File: config.mk
export PLATFORM = sky130hd
export DESIGN_NAME = conv_frame_ctrl_flat
export DESIGN_NICKNAME = d
export VERILOG_FILES = /design/src/rtl/conv_frame_ctrl_if.sv /design/src/rtl/conv_frame_ctrl.sv /design/src/flat_wrapper.sv
export SDC_FILE = /design/constraint.sdc
export NUM_CORES = 1
export LEC_CHECK = 0
export ABC_AREA = 1
export BUFFER_PORTS_ARGS = -buffer_cell sky130_fd_sc_hd__buf_2
export CORE_UTILIZATION = 33
export CTS_BUF_LIST = sky130_fd_sc_hd__clkbuf_8
export DETAILED_ROUTE_END_ITERATION = 10
export PLACE_DENSITY_LB_ADDON = 0.3
export SLEW_MARGIN = 0
export SYNTH_ARGS = -nofsm -noshare
export SYNTH_HDL_FRONTEND = slang
export SYNTH_SLANG_ARGS = --single-unit
export TNS_END_PERCENT = 100
File: constraint.sdc
create_clock -name clk -period 2.68 [get_ports clk]
set_clock_uncertainty 0.2 [all_clocks]
set_input_delay 0.804 -clock clk [delete_from_list [all_inputs] [get_ports clk]]
set_output_delay 0.804 -clock clk [all_outputs]
set_load 0.01 [all_outputs]
File: src/rtl/conv_frame_ctrl_if.sv
// Chunk stream handshake around the convolution frame sequencer.
// The s_* pair faces upstream and the m_* pair faces the filter input.
interface conv_frame_ctrl_if;
    logic s_vld;
    logic s_rdy;
    logic m_vld;
    logic m_rdy;

    modport master (output s_vld, output m_rdy, input s_rdy, input m_vld);
    modport slave  (input s_vld, input m_rdy, output s_rdy, output m_vld);
endinterface

File: src/rtl/conv_frame_ctrl.sv
// Frame sequencer for the convolution filter: gates the chunk stream per frame,
// tracks column/row of each beat and waits out the filter latency before done.
module conv_frame_ctrl #(
    parameter int WIDTH  = 640,
    parameter int HEIGHT = 480,
    parameter int LAT    = 2,
    parameter int KSEL_W = 2
) (
    input  logic                      clk,
    input  logic                      rst,
    input  logic                      start,
    input  logic                      abort,
    input  logic                      cfg_en,
    input  logic [KSEL_W-1:0]         cfg_ksel,
    conv_frame_ctrl_if.slave          stream,
    output logic                      filt_en,
    output logic [KSEL_W-1:0]         ksel,
    output logic [$clog2(WIDTH)-1:0]  col,
    output logic [$clog2(HEIGHT)-1:0] row,
    output logic                      sof,
    output logic                      eol,
    output logic                      eof,
    output logic                      busy,
    output logic                      done,
    output logic                      aborted,
    output logic [15:0]               frame_cnt
);
    localparam int CW = $clog2(WIDTH);
    localparam int RW = $clog2(HEIGHT);
    localparam int DW = $clog2(LAT + 1);
    localparam logic [CW-1:0] COL_LAST   = CW'(WIDTH - 1);
    localparam logic [RW-1:0] ROW_LAST   = RW'(HEIGHT - 1);
    localparam logic [DW-1:0] DRAIN_LOAD = DW'(LAT);
    localparam logic [DW-1:0] DRAIN_ONE  = DW'(1);

    typedef enum logic [1:0] {IDLE, RUN, DRAIN} state_t;

    state_t        state;
    logic [DW-1:0] drain_cnt;
    logic          run;
    logic          beat;

    // The stream is a pure pass-through while a frame runs and fully blocked otherwise.
    assign run          = (state == RUN);
    assign stream.m_vld = run & stream.s_vld;
    assign stream.s_rdy = run & stream.m_rdy;
    assign beat         = stream.m_vld & stream.m_rdy;

    assign sof = beat & (col == '0) & (row == '0);
    assign eol = beat & (col == COL_LAST);
    assign eof = eol & (row == ROW_LAST);

    always_ff @(posedge clk or negedge rst) begin
        if (!rst) begin
            state     <= IDLE;
            drain_cnt <= '0;
            filt_en   <= 1'b0;
            ksel      <= '0;
            col       <= '0;
            row       <= '0;
            busy      <= 1'b0;
            done      <= 1'b0;
            aborted   <= 1'b0;
            frame_cnt <= '0;
        end else begin
            done    <= 1'b0;
            aborted <= 1'b0;
            case (state)
                IDLE: begin
                    // Configuration is sampled only here so it stays fixed for the whole frame.
                    if (start) begin
                        filt_en <= cfg_en;
                        ksel    <= cfg_ksel;
                        col     <= '0;
                        row     <= '0;
                        state   <= RUN;
                        busy    <= 1'b1;
                    end
                end
                RUN: begin
                    if (abort) begin
                        state   <= IDLE;
                        busy    <= 1'b0;
                        aborted <= 1'b1;
                        col     <= '0;
                        row     <= '0;
                    end else if (beat) begin
                        if (col == COL_LAST) begin
                            col <= '0;
                            if (row == ROW_LAST) begin
                                row       <= '0;
                                drain_cnt <= DRAIN_LOAD;
                                state     <= DRAIN;
                            end else begin
                                row <= row + 1'b1;
                            end
                        end else begin
                            col <= col + 1'b1;
                        end
                    end
                end
                DRAIN: begin
                    // Last beat is still inside the filter; hold done until it emerges.
                    if (abort) begin
                        state   <= IDLE;
                        busy    <= 1'b0;
                        aborted <= 1'b1;
                        col     <= '0;
                        row     <= '0;
                    end else if (drain_cnt == DRAIN_ONE) begin
                        state     <= IDLE;
                        busy      <= 1'b0;
                        done      <= 1'b1;
                        frame_cnt <= frame_cnt + 16'd1;
                    end else begin
                        drain_cnt <= drain_cnt - 1'b1;
                    end
                end
                default: begin
                    state <= IDLE;
                    busy  <= 1'b0;
                end
            endcase
        end
    end
endmodule

File: src/flat_wrapper.sv
// flat-port wrapper written by rule: the top's interface ports become plain ports
module conv_frame_ctrl_flat 
#(
    parameter int WIDTH  = 640,
    parameter int HEIGHT = 480,
    parameter int LAT    = 2,
    parameter int KSEL_W = 2
)
  (clk, rst, start, abort, cfg_en, cfg_ksel, filt_en, ksel, col, row, sof, eol, eof, busy, done, aborted, frame_cnt, stream_s_vld, stream_m_rdy, stream_s_rdy, stream_m_vld);
  conv_frame_ctrl_if stream_i ();
  input  logic clk;
  input  logic rst;
  input  logic start;
  input  logic abort;
  input  logic cfg_en;
  input  logic [KSEL_W-1:0] cfg_ksel;
  output logic filt_en;
  output logic [KSEL_W-1:0] ksel;
  output logic [$clog2(WIDTH)-1:0] col;
  output logic [$clog2(HEIGHT)-1:0] row;
  output logic sof;
  output logic eol;
  output logic eof;
  output logic busy;
  output logic done;
  output logic aborted;
  output logic [15:0] frame_cnt;
  input wire logic [$bits(stream_i.s_vld)-1:0] stream_s_vld;
  input wire logic [$bits(stream_i.m_rdy)-1:0] stream_m_rdy;
  output wire logic [$bits(stream_i.s_rdy)-1:0] stream_s_rdy;
  output wire logic [$bits(stream_i.m_vld)-1:0] stream_m_vld;
  assign stream_i.s_vld = stream_s_vld;
  assign stream_i.m_rdy = stream_m_rdy;
  assign stream_s_rdy = stream_i.s_rdy;
  assign stream_m_vld = stream_i.m_vld;
  conv_frame_ctrl #(.WIDTH(WIDTH), .HEIGHT(HEIGHT), .LAT(LAT), .KSEL_W(KSEL_W)) u_core (.clk(clk), .rst(rst), .start(start), .abort(abort), .cfg_en(cfg_en), .cfg_ksel(cfg_ksel), .stream(stream_i), .filt_en(filt_en), .ksel(ksel), .col(col), .row(row), .sof(sof), .eol(eol), .eof(eof), .busy(busy), .done(done), .aborted(aborted), .frame_cnt(frame_cnt));
endmodule
=== Word-level counts from Yosys, hierarchy flattened ===
Cells that the tools add are included.
W data, S select, Z words.

* Bits in registers: 45

* $add $sub $neg: 4
* Eq/ne operators: 18
* Multiplexer cells: 35
* Bitwise logic cells: 8
* Reduce and logical (&&, ||, !) cells: 13

{| class="wikitable"
|+ Operators by type and width
! operator !! count
|-
| $mux W9 || 6
|-
| $mux W10 || 5
|-
| $pmux W10 S3 || 1
|-
| $pmux W9 S3 || 1
|-
| $mux W2 || 10
|-
| $ne A2 B2 Y1 const B || 9
|-
| $add A16 B1 Y16 const B || 1
|-
| $add A10 B1 Y10 const B || 1
|-
| $eq A10 B10 Y1 const B || 1
|-
| $logic_not A10 Y1 || 1
|-
| $reduce_and A5 Y1 || 2
|-
| $add A9 B1 Y9 const B || 1
|-
| $eq A9 B9 Y1 const B || 1
|-
| $logic_not A9 Y1 || 1
|-
| $mux W1 || 9
|-
| $ne A3 B3 Y1 const B || 3
|-
| $and A1 B1 Y1 || 7
|-
| $reduce_and A7 Y1 || 1
|-
| $pmux W2 S3 || 1
|-
| $reduce_and A3 Y1 || 2
|-
| $eq A2 B1 Y1 const B || 2
|-
| $pmux W2 S2 || 1
|-
| $reduce_and A4 Y1 || 1
|-
| $ne A3 B2 Y1 const B || 1
|-
| other kinds (9) || 9
|}

=== Depth between registers and ports, before layout ===
Gate-level depths: netlist (run 1).

* Depth in word-level cells: 6
* Depth in mapped cells: 13

=== Worst setup path before layout (run 1) ===
No wires, ideal clock.

* Kind: input to output
* Start: in stream_m_rdy
* End: out sof
* Data arrival time: 1.368 ns
* Path slack: 0.308 ns
* Stages on the path: 4
* Path buffers: 0
* Cell sequence: nand3_4 -> inv_1 -> nand4_1 -> nor4_1

* Longest elaborated chain between the ends: 3

{| class="wikitable"
|+ Ends and longest elaborated chain
! what !! line !! text
|-
| start: declaration || flat_wrapper.sv:29 || <nowiki>input wire logic [$bits(stream_i.m_rdy)-1:0] stream_m_rdy;</nowiki>
|-
| $and A1 B1 Y1 || conv_frame_ctrl.sv:47 || <nowiki>assign beat = stream.m_vld & stream.m_rdy;</nowiki>
|-
| $and A1 B1 Y1 (2 in series) || conv_frame_ctrl.sv:49 || <nowiki>assign sof = beat & (col == '0) & (row == '0);</nowiki>
|-
| end: declaration || flat_wrapper.sv:21 || <nowiki>output logic sof;</nowiki>
|}

No other way between the ends.

=== Worst setup path in the final report (run 1) ===
* Start: reg u_core.row[0]
* End: out eof

* Longest elaborated chain between the ends: 2

{| class="wikitable"
|+ Ends and longest elaborated chain
! what !! line !! text
|-
| start: declaration || conv_frame_ctrl.sv:19 || <nowiki>output logic [$clog2(HEIGHT)-1:0] row,</nowiki>
|-
| start signal: assignment || conv_frame_ctrl.sv:95 || <nowiki>row <= row + 1'b1;</nowiki>
|-
| $eq A9 B9 Y1 || conv_frame_ctrl.sv:51 || <nowiki>assign eof = eol & (row == ROW_LAST);</nowiki>
|-
| $and A1 B1 Y1 || conv_frame_ctrl.sv:51 ||
|-
| end: declaration || flat_wrapper.sv:23 || <nowiki>output logic eof;</nowiki>
|}

No other way between the ends.

==> results of run 1 <==
cell families after synthesis:
| group | Yosys count | share of synthesized area |
|---|---|---|
| adder cells (fa/ha/maj) | 10 | 0.0454 |
| AND/OR/NAND/NOR | 192 | 0.357 |
| XOR/XNOR | 11 | 0.0349 |
| AO/OA/AOI/OAI | 21 | 0.0399 |
| buffers and inverters | 64 | 0.102 |
| multiplexers | 3 | 0.0122 |
| flip-flops | 45 | 0.408 |
cell usage after synthesis:
master	n	area [µm²]
o21ai_1	2	10.0
o21ai_0	13	65.1
or2_2	1	6.26
nor2_1	30	113
nor2_8	2	40.0
inv_1	55	206
inv_2	1	3.75
nand2_2	4	25.0
nand4_1	16	100
clkinv_2	1	5.00
nor3_1	7	35.0
buf_6	4	45.0
xnor2_1	5	43.8
nand2_1	80	300
o21bai_1	1	7.51
nor2_2	3	18.8
a21oi_1	4	20.0
nand2_4	4	45.0
nand3_1	33	165
nor2_4	4	45.0
inv_4	1	6.26
nand3_4	2	35.0
dfrtp_1	45	1130
ha_1	10	125
inv_6	1	8.76
buf_4	1	7.51
nor3_2	1	10.0
nand3_2	4	40.0
xor2_1	6	52.6
mux2_2	3	33.8
a21boi_1	1	7.51
nor4_1	1	6.26
repair_timing:
item                       in CTS  in global routing
setup buffers                   0                  4
hold buffers                    0                  0
pin swaps                       1                  2
gates resized for setup         4                  2
setup endpoints to repair       2                  3
layout make-up:
| type | count | share of cell area |
|---|---|---|
| Multi-Input combinational cell | 237 | 0.416 |
| Clock buffer | 5 | 0.0209 |
| Clock inverter | 3 | 0.00645 |
| Inverter | 59 | 0.0699 |
| Sequential cell | 45 | 0.342 |
| Timing Repair Buffer | 63 | 0.106 |
| Tap cell | 102 | 0.0387 |
where the power goes:
| part | internal, mW | switching, mW | leakage (nW) | total, mW |
|---|---|---|---|---|
| logic | 0.268 | 0.457 | 1.09 | 0.725 |
| clock network | 0.186 | 0.254 | 0.0445 | 0.439 |
| registers | 0.753 | 0.0533 | 0.606 | 0.806 |
layer usage:
layer	part of all wire	vias to the layer above
met5	0	-
li1	-	1231
met3	0.031	4
met2	0.48	40
met1	0.47	1171
met4	0.012	0
path summary, 6_finish.rpt:
check / to / slack, ns / cells past startpoint / startpoint
max: eof / 0.1 / 6 / u_core.row[0]
min: u_core.row[1] / 0.28 / 1 / rst
max reg2reg: u_core.row[5] / 0.53 / 11 / u_core.state[0]
min reg2reg: u_core.busy / 0.28 / 2 / u_core.busy
max in group asynchronous: u_core.frame_cnt[4] / 1.47 / 2 / rst
min in group clk: u_core.busy / 0.28 / 2 / u_core.busy
flip-flops by register name, summed over array words and instances, names as in the netlist:
name,flops
u_core.aborted,1
u_core.busy,1
u_core.col,10
u_core.done,1
u_core.drain_cnt,2
u_core.filt_en,1
u_core.frame_cnt,16
u_core.ksel,2
u_core.row,9
u_core.state,2
worst reg2reg max path, cell delays in order, from the launching register on:
cell and delay (ns):
dfrtp_1 0.45, ha_4 0.20, buf_4 0.18, inv_6 0.07
nor2_8 0.05, nand2_4 0.11, clkinv_2 0.09, nor2_8 0.23
buf_4 0.22, nand3_2 0.12, nand2_1 0.09, a21oi_1 0.04
==> out/metrics.yaml, run 1 <==
clock_network:
  cts_buffers: 5
  clockRootBuffer: "clkbuf_8"
  cts.sinks: 45
  clockBufferDepth: 2
  h-tree-depth: 2
  clkTransAtPathRegs_ns: 0.10
  cts_tree: "yes"
  clk_latency_ns: 0.30
routing:
  drc: 0
  ant_nets: 0
  vias: 2446
  drt-wirelength-per-cell_um: 12.5
  first_iter_violations: 59
  drt_pass1_iterations: 4
  routed_via_density: 4.76
  drt_wl_total_um: 6430
setup_path:
  cp.buffers_inverters: 2
  worst_path_most_repeated_cell: "nor2_2"
  critPathArrivalTime_ns: 1.58
  worst_setup_path_start_kind: "register"
  cpLargestDelayFamily: "simple AND/OR/NAND/NOR gates"
  worst-path-max-fanout: 4
  path_class: "register to primary output"
  critical-path-slowest-cell: "dfrtp_2"
  max_stage_delay_ns: 0.41
  worstPathRequired_ns: 1.68
  endpoint_kind: "primary output"
  cp_cell_sequence: "ha_1, inv_1, nor2_2, nand3_2, nor2_2, buf_2"
global_routing:
  met1_usage: 0.207
  grtUsageMet3: 0.0211
  antenna_found_initial: 0
  busiest_layer: "met2"
  grt_first_pass_wirelength_um: 10800
  grt_util_met2: 0.262
  grt_pass1_vias: 2276
  overflow: 0
  grt_max_degree: 26
  grt_use_total: 0.156
timing:
  rsz0062_at_grt: "yes"
  slew_violations: 0
  finalCriticalPeriod_ns: 2.58
  setup_viol: 0
  whs_ns: 0.279
  fin_tns_setup_ns: 0
  fin_crit_sh: 0.964
  max_freq_mhz: 387
  fin_ws_ns: 0.0972
  slew_headroom: 0.633
  hold_viol: 0
  max_slew.worst_pin.slew_ns: 0.551
finish:
  final_cells: 514
  nets: 430
  final_cell_mix: "nand2_1 (80), inv_1 (54), buf_2 (54)"
  layout_commonest_cell: "nand2_1"
  area_delta_synth_final_pct: 19.5
  final_core_util: 0.418
  drive_gt1_frac: 0.262
  diodes: 0
  multiInputGateArea_um2: 1370
  regArea_um2: 1130
  final_area_um2: 3300
  fillerInstances: 808
die:
  placementRows: 32
  coreArea_um2: 7890
  initial_core_util: 0.350
  die_w_um: 93.4
  die_h_um: 93.4
  io_pins: 55
  dieArea_um2: 8730
placed_design:
  dp_hpwl_um: 4900
  place_congestion: 0.912
  dp_slack_ns: 0.103
  placed_area_um2: 3150
  place_inst: 502
  io_buffer_count: 54
yosys:
  netlist_instances: 346
  synth-seq-cells: 45
  synthesis.nets: 365
  yosys_warnings: 0
  ys_seq_area_frac: 0.408
  synth_area_per_cell_um2: 7.97
  synth.distinct_cells: 32
  syn_area_um2: 2760
status:
  status: "finished, final reports clean"
power_and_ir_drop:
  p_per_area_nw_per_um2: 598
  finalPower_mw: 1.97
  ir_worst_vdd_mv: 0.383
  p_leak_nw: 1.74
flow_run:
  cap_violations: 0
min_path:
  hold_path.class: "input port to asynchronous set/reset pin"
(Power assumes the default switching activity.)
==> inputs of run 2 (changes only) <==
--- a/config.mk
+++ b/config.mk
@@ -6,11 +6,14 @@
 export NUM_CORES = 1
 export LEC_CHECK = 0
 export ABC_AREA = 1
+export ABC_CLOCK_PERIOD_IN_PS = 2680
 export BUFFER_PORTS_ARGS = -buffer_cell sky130_fd_sc_hd__buf_2
 export CORE_UTILIZATION = 33
 export CTS_BUF_LIST = sky130_fd_sc_hd__clkbuf_8
 export DETAILED_ROUTE_END_ITERATION = 10
+export MAX_ROUTING_LAYER = met4
 export PLACE_DENSITY_LB_ADDON = 0.3
+export SKIP_LAST_GASP = 1
 export SLEW_MARGIN = 0
 export SYNTH_ARGS = -nofsm -noshare
 export SYNTH_HDL_FRONTEND = slang
==> run 2 against run 1 <==
  * Sequential power about the same
  * Global-route usage is 0.43 points higher
  * Hold slack is essentially flat
  * Cell area increased by 0.57%
  * Register-to-register slack about the same
  * Die area unchanged
  * Non-clock buffer count unchanged
  * Via count is essentially flat
  * Utilization up 0.24 points
  * Critical path depth unchanged
  * Critical path type unchanged
==> out/metrics.yaml, run 2 (same netlist as run 1, synthesis figures left out) <==
finish:
  final_core_util: 0.420  # +0.00238
  nets: 430  # unchanged
  layout_commonest_cell: "nand2_1"
  area_delta_synth_final_pct: 20.1
  multiInputGateArea_um2: 1390  # +1.4%
  final_cells: 514  # unchanged
  drive_gt1_frac: 0.269  # +0.00728
  largest_reg_flops: 16  # unchanged
  top_regs: "u_core.frame_cnt (16), u_core.col (10), u_core.row (9)"
  final_cell_mix: "nand2_1 (80), inv_1 (54), buf_2 (54)"
  diodes: 0  # unchanged
  fillerInstances: 806  # -0.25%
  regMostFlops: "u_core.frame_cnt"
  regArea_um2: 1130  # unchanged
  final_area_um2: 3310  # +0.57%
timing:
  slew_violations: 0  # unchanged
  finalCriticalPeriod_ns: 2.56  # -0.0205 ns
  fin_crit_sh: 0.956  # -0.00764
  slew_headroom: 0.630  # -0.00267
  fin_ws_ns: 0.118  # +0.0205 ns
  max_slew.worst_pin.slew_ns: 0.555  # +0.00400 ns
  max_freq_mhz: 390  # +0.80%
  hold_viol: 0  # unchanged
  fin_tns_setup_ns: 0  # unchanged
  whs_ns: 0.279  # -0.0000850 ns
  setup_viol: 0  # unchanged
placed_design:
  place_inst: 502  # unchanged
  place_congestion: 0.928  # +1.7%
  dp_slack_ns: 0.103  # unchanged
  placed_area_um2: 3150  # unchanged
  io_buffer_count: 54  # unchanged
  dp_hpwl_um: 4900  # unchanged
clock_network:
  clk_latency_ns: 0.31  # about the same
  holdBufCountCts: 0  # unchanged
  cts_tree: "yes"
  h-tree-depth: 2  # unchanged
  clkTransAtPathRegs_ns: 0.10  # about the same
  clockBufferDepth: 2  # unchanged
  clockRootBuffer: "clkbuf_8"
  cts.sinks: 45  # unchanged
  cts_buffers: 5  # unchanged
setup_path:
  worst_setup_path_start_kind: "register"
  r2r_setup_slack_ns: 0.53  # about the same
  max_stage_delay_ns: 0.41  # about the same
  path_class: "register to primary output"
  worstPathRequired_ns: 1.68  # about the same
  rr_startpoint: "u_core.state[0]"
  cpLargestDelayFamily: "simple AND/OR/NAND/NOR gates"
  worst-path-max-fanout: 4  # unchanged
  startpoint: "u_core.row[0]"
  cp_cell_sequence: "ha_1, inv_1, nor2_2, nand3_2, nor2_4, buf_2"
  critical-path-slowest-cell: "dfrtp_2"
  critPathArrivalTime_ns: 1.56  # -0.02 ns
  cp.buffers_inverters: 2  # unchanged
  endpoint_kind: "primary output"
global_routing:
  grt_pass1_vias: 2281  # +0.22%
  overflow: 0  # unchanged
  grt_first_pass_wirelength_um: 10800  # unchanged
  antenna_found_initial: 0  # unchanged
  grt_use_total: 0.160  # +0.00434
  grt_max_degree: 26  # unchanged
die:
  dieArea_um2: 8730  # unchanged
  placementRows: 32  # unchanged
  initial_core_util: 0.350  # unchanged
  die_h_um: 93.4  # unchanged
  io_pins: 55  # unchanged
  coreArea_um2: 7890  # unchanged
  die_w_um: 93.4  # unchanged
routing:
  drt_pass1_iterations: 4  # unchanged
  routed_via_density: 4.76  # about the same
  drt-wirelength-per-cell_um: 12.6  # +0.87%
  drt_wl_total_um: 6490  # +0.87%
  vias: 2445  # -0.041%
  ant_nets: 0  # unchanged
  first_iter_violations: 70  # +19%
  drc: 0  # unchanged
flow_run:
  cap_violations: 0  # unchanged
power_and_ir_drop:
  finalPower_mw: 1.98  # +0.32%
  p_per_area_nw_per_um2: 597  # -0.25%
  p_leak_nw: 1.74  # about the same
  ir_worst_vdd_mv: 0.383  # about the same
status:
  status: "finished, final reports clean"
min_path:
  hold_path.class: "input port to asynchronous set/reset pin"
[run 2: per-layer routing]
metal	part of all wire	GRT usage	wire (µm)	vias to the layer above
met5	0	-	0	-
met1	0.47	0.206	3030	1172
met2	0.48	0.262	3140	43
li1	-	-	-	1226
met3	0.037	0.0211	239	4
met4	0.013	0.0500	82	0
[run 2: worst paths after layout]
path | to | depth (start not counted)
max in group asynchronous | u_core.frame_cnt[4] | 2
worst max-delay path | eof | 6
worst min-delay path | u_core.row[1] | 1
worst max register to register | u_core.row[5] | 11
min in group clk | u_core.busy | 2
worst min register to register | u_core.busy | 2
[run 2: layout make-up]
cell class,instances,area share
clock buffers,5,0.0208
clock inverters,3,0.00642
inverters,59,0.0695
multi-input cells,237,0.419
flip-flops and latches,45,0.340
well taps,102,0.0385
repair buffers,63,0.106
[run 2: timing repair]
| action | 4_1_cts | 5_1_grt |
|---|---|---|
| buffers inserted | 0 | 4 |
| pin swaps | 0 | 2 |
| setup endpoints to repair | 2 | 3 |
| gates resized for setup | 3 | 7 |
[run 2: power breakdown]
part	internal, mW	total, mW	leakage [nW]	switching [mW]
clock	0.186	0.440	0.0445	0.255
sequential	0.753	0.807	0.606	0.0537
combinational	0.269	0.730	1.09	0.461
total	1.21	1.98	1.74	0.769
==> inputs of run 3 (changes only) <==
==> constraint.sdc (replaced) <==
create_clock -name clk -period 2.68 [get_ports clk]
set_clock_uncertainty 0.2 [all_clocks]
set_input_delay 0.268 -clock clk [delete_from_list [all_inputs] [get_ports clk]]
set_output_delay 0.268 -clock clk [all_outputs]
set_load 0.01 [all_outputs]
==> run 3 against run 2 <==
  * Global-route usage fell by 0.074 points
  * Critical path depth increased by 1
  * Hold slack worse by 0.15 ns
  * Register-to-register slack is essentially flat
  * Cell count is 0.58% lower
  * Clock-buffer cell count unchanged
  * Total power fell by 4.1%
  * Worst setup slack better by 0.20 ns
  * Wire length is 3.2% lower
  * Via count is 2.3% lower
  * Sequential share of layout area grew 0.60 points
  * Clock power about the same
==> out/metrics.yaml, run 3 (same netlist as run 1, synthesis figures left out) <==
global_routing:
  grt_first_pass_wirelength_um: 10600  # -1.7%
  antenna_found_initial: 0  # unchanged
  grt_use_total: 0.159  # -0.000742
  grt_pass1_vias: 2286  # +0.22%
  grt_max_degree: 24  # -7.7%
  overflow: 0  # unchanged
clock_network:
  cts_setup_buffers: 0  # unchanged
  cts_tree: "yes"
  h-tree-depth: 2  # unchanged
  clockRootBuffer: "clkbuf_8"
  clk_latency_ns: 0.31  # about the same
  cts_buffers: 5  # unchanged
  cts.sinks: 45  # unchanged
  clockBufferDepth: 2  # unchanged
  clkTransAtPathRegs_ns: 0.08  # -0.02 ns
min_path:
  hold_path.class: "input port to register"
  holdCritStartpoint: "abort"
  hold_end: "u_core.aborted"
  min_path_cells: 3
die:
  initial_core_util: 0.350  # unchanged
  coreArea_um2: 7890  # unchanged
  dieArea_um2: 8730  # unchanged
  placementRows: 32  # unchanged
  io_pins: 55  # unchanged
  die_h_um: 93.4  # unchanged
  die_w_um: 93.4  # unchanged
setup_path:
  worst_setup_path_start_kind: "register"
  rr_endpoint: "u_core.row[1]"
  worstRegToRegCells: 10  # -1
  rr_startpoint: "u_core.state[1]"
  worst-path-max-fanout: 9  # +5
  critPathArrivalTime_ns: 1.90  # +0.34 ns
  r2r_setup_slack_ns: 0.52  # about the same
  path_class: "register to primary output"
  endpoint_kind: "primary output"
  worstPathRequired_ns: 2.21  # +0.53 ns
finish:
  layout_commonest_cell: "nand2_1"
  top_regs: "u_core.frame_cnt (16), u_core.col (10), u_core.row (9)"
  regMostFlops: "u_core.frame_cnt"
  nets: 427  # -0.70%
  diodes: 0  # unchanged
  drive_gt1_frac: 0.237  # -0.0323
  area_delta_synth_final_pct: 17.9
  largest_reg_flops: 16  # unchanged
  final_cell_mix: "nand2_1 (80), inv_1 (55), buf_2 (54)"
timing:
  finalCriticalPeriod_ns: 2.37  # -0.196 ns
  fin_crit_sh: 0.883  # -0.0733
  setup_viol: 0  # unchanged
  slew_violations: 0  # unchanged
  hold_viol: 0  # unchanged
  fin_tns_setup_ns: 0  # unchanged
  rsz0062_at_grt: "no"
  slew_headroom: 0.656  # +0.0255
  max_freq_mhz: 423  # +8.3%
  whs_ns: 0.130  # -0.149 ns
  max_slew.worst_pin.slew_ns: 0.517  # -0.0383 ns
placed_design:
  io_buffer_count: 54  # unchanged
  place_congestion: 0.895  # -3.5%
  dp_hpwl_um: 4790  # -2.3%
power_and_ir_drop:
  p_per_area_nw_per_um2: 583  # -2.2%
  ir_worst_vdd_mv: 0.301  # -21%
  finalPower_mw: 1.90  # -4.1%
  p_leak_nw: 1.71  # -1.8%
routing:
  ant_nets: 0  # unchanged
  drt_pass1_iterations: 4  # unchanged
  drt_wl_total_um: 6280  # -3.2%
  drt-wirelength-per-cell_um: 12.3  # -2.6%
  drc: 0  # unchanged
  routed_via_density: 4.68  # -1.7%
  first_iter_violations: 119  # +70%
  vias: 2389  # -2.3%
status:
  status: "finished, final reports clean"
flow_run:
  cap_violations: 0  # unchanged
run 3: how the worst max path moves through the flow:
stage | endpoint | slack (ns) | from | cells after the start
CTS | sof | 0.13 | u_core.state[1] | 7
floorplan | sof | 0.89 | u_core.state[1] | 7
global route | eof | 0.10 | u_core.state[1] | 7
detailed placement | u_core.row[2] | 0.35 | u_core.state[1] | 10
global placement | u_core.row[2] | 0.42 | u_core.state[1] | 10
finish | eof | 0.31 | u_core.state[1] | 7
run 3: critical path: stages, from the launching register on:
cell and delay (ns):
dfrtp_1 0.40, inv_1 0.10, ha_2 0.35, nand3_4 0.12
inv_1 0.10, nand3_1 0.16, nor2_1 0.19, buf_2 0.17
run 3: cell type report:
cell class | instances | area (µm²)
Clock buffer | 5 | 68.8
Sequential cell | 45 | 1130
Multi-Input combinational cell | 237 | 1350
Fill cell | 807 | 4630
Timing Repair Buffer | 60 | 325
Tap cell | 102 | 128
Inverter | 59 | 230
Clock inverter | 3 | 22.5
run 3: per-stage QoR:
step	worst slack, ns	cells	util	cell area (µm²)
final	0.314	511	0.412	3250
after global routing	0.104	511	0.412	3250
after CTS	0.135	511	0.412	3250
after detailed placement	0.352	499	0.395	3120
after global placement	0.420	499	0.395	3120
after floorplan	0.890	346	-	2760
run 3: report_power, final:
part	internal [mW]	switching (mW)
Combinational	0.226	0.423
Clock	0.183	0.256
Sequential	0.752	0.0559
Total	1.16	0.735
run 3: routing by layer:
layer / vias to the layer above / wire [µm] / GRT usage
li1: 1217 / - / -
met1: 1114 / 2870 / 0.204
met2: 50 / 3020 / 0.255
met3: 8 / 294 / 0.0244
met4: 0 / 99 / 0.0615
met5: - / 0 / -
run 3: timing repair:
item                                    4_1_cts  5_1_grt
hold buffers                                  4        0
hold endpoints to repair                     24        0
endpoints found under the setup margin        0        1
gates resized for setup                       0        1
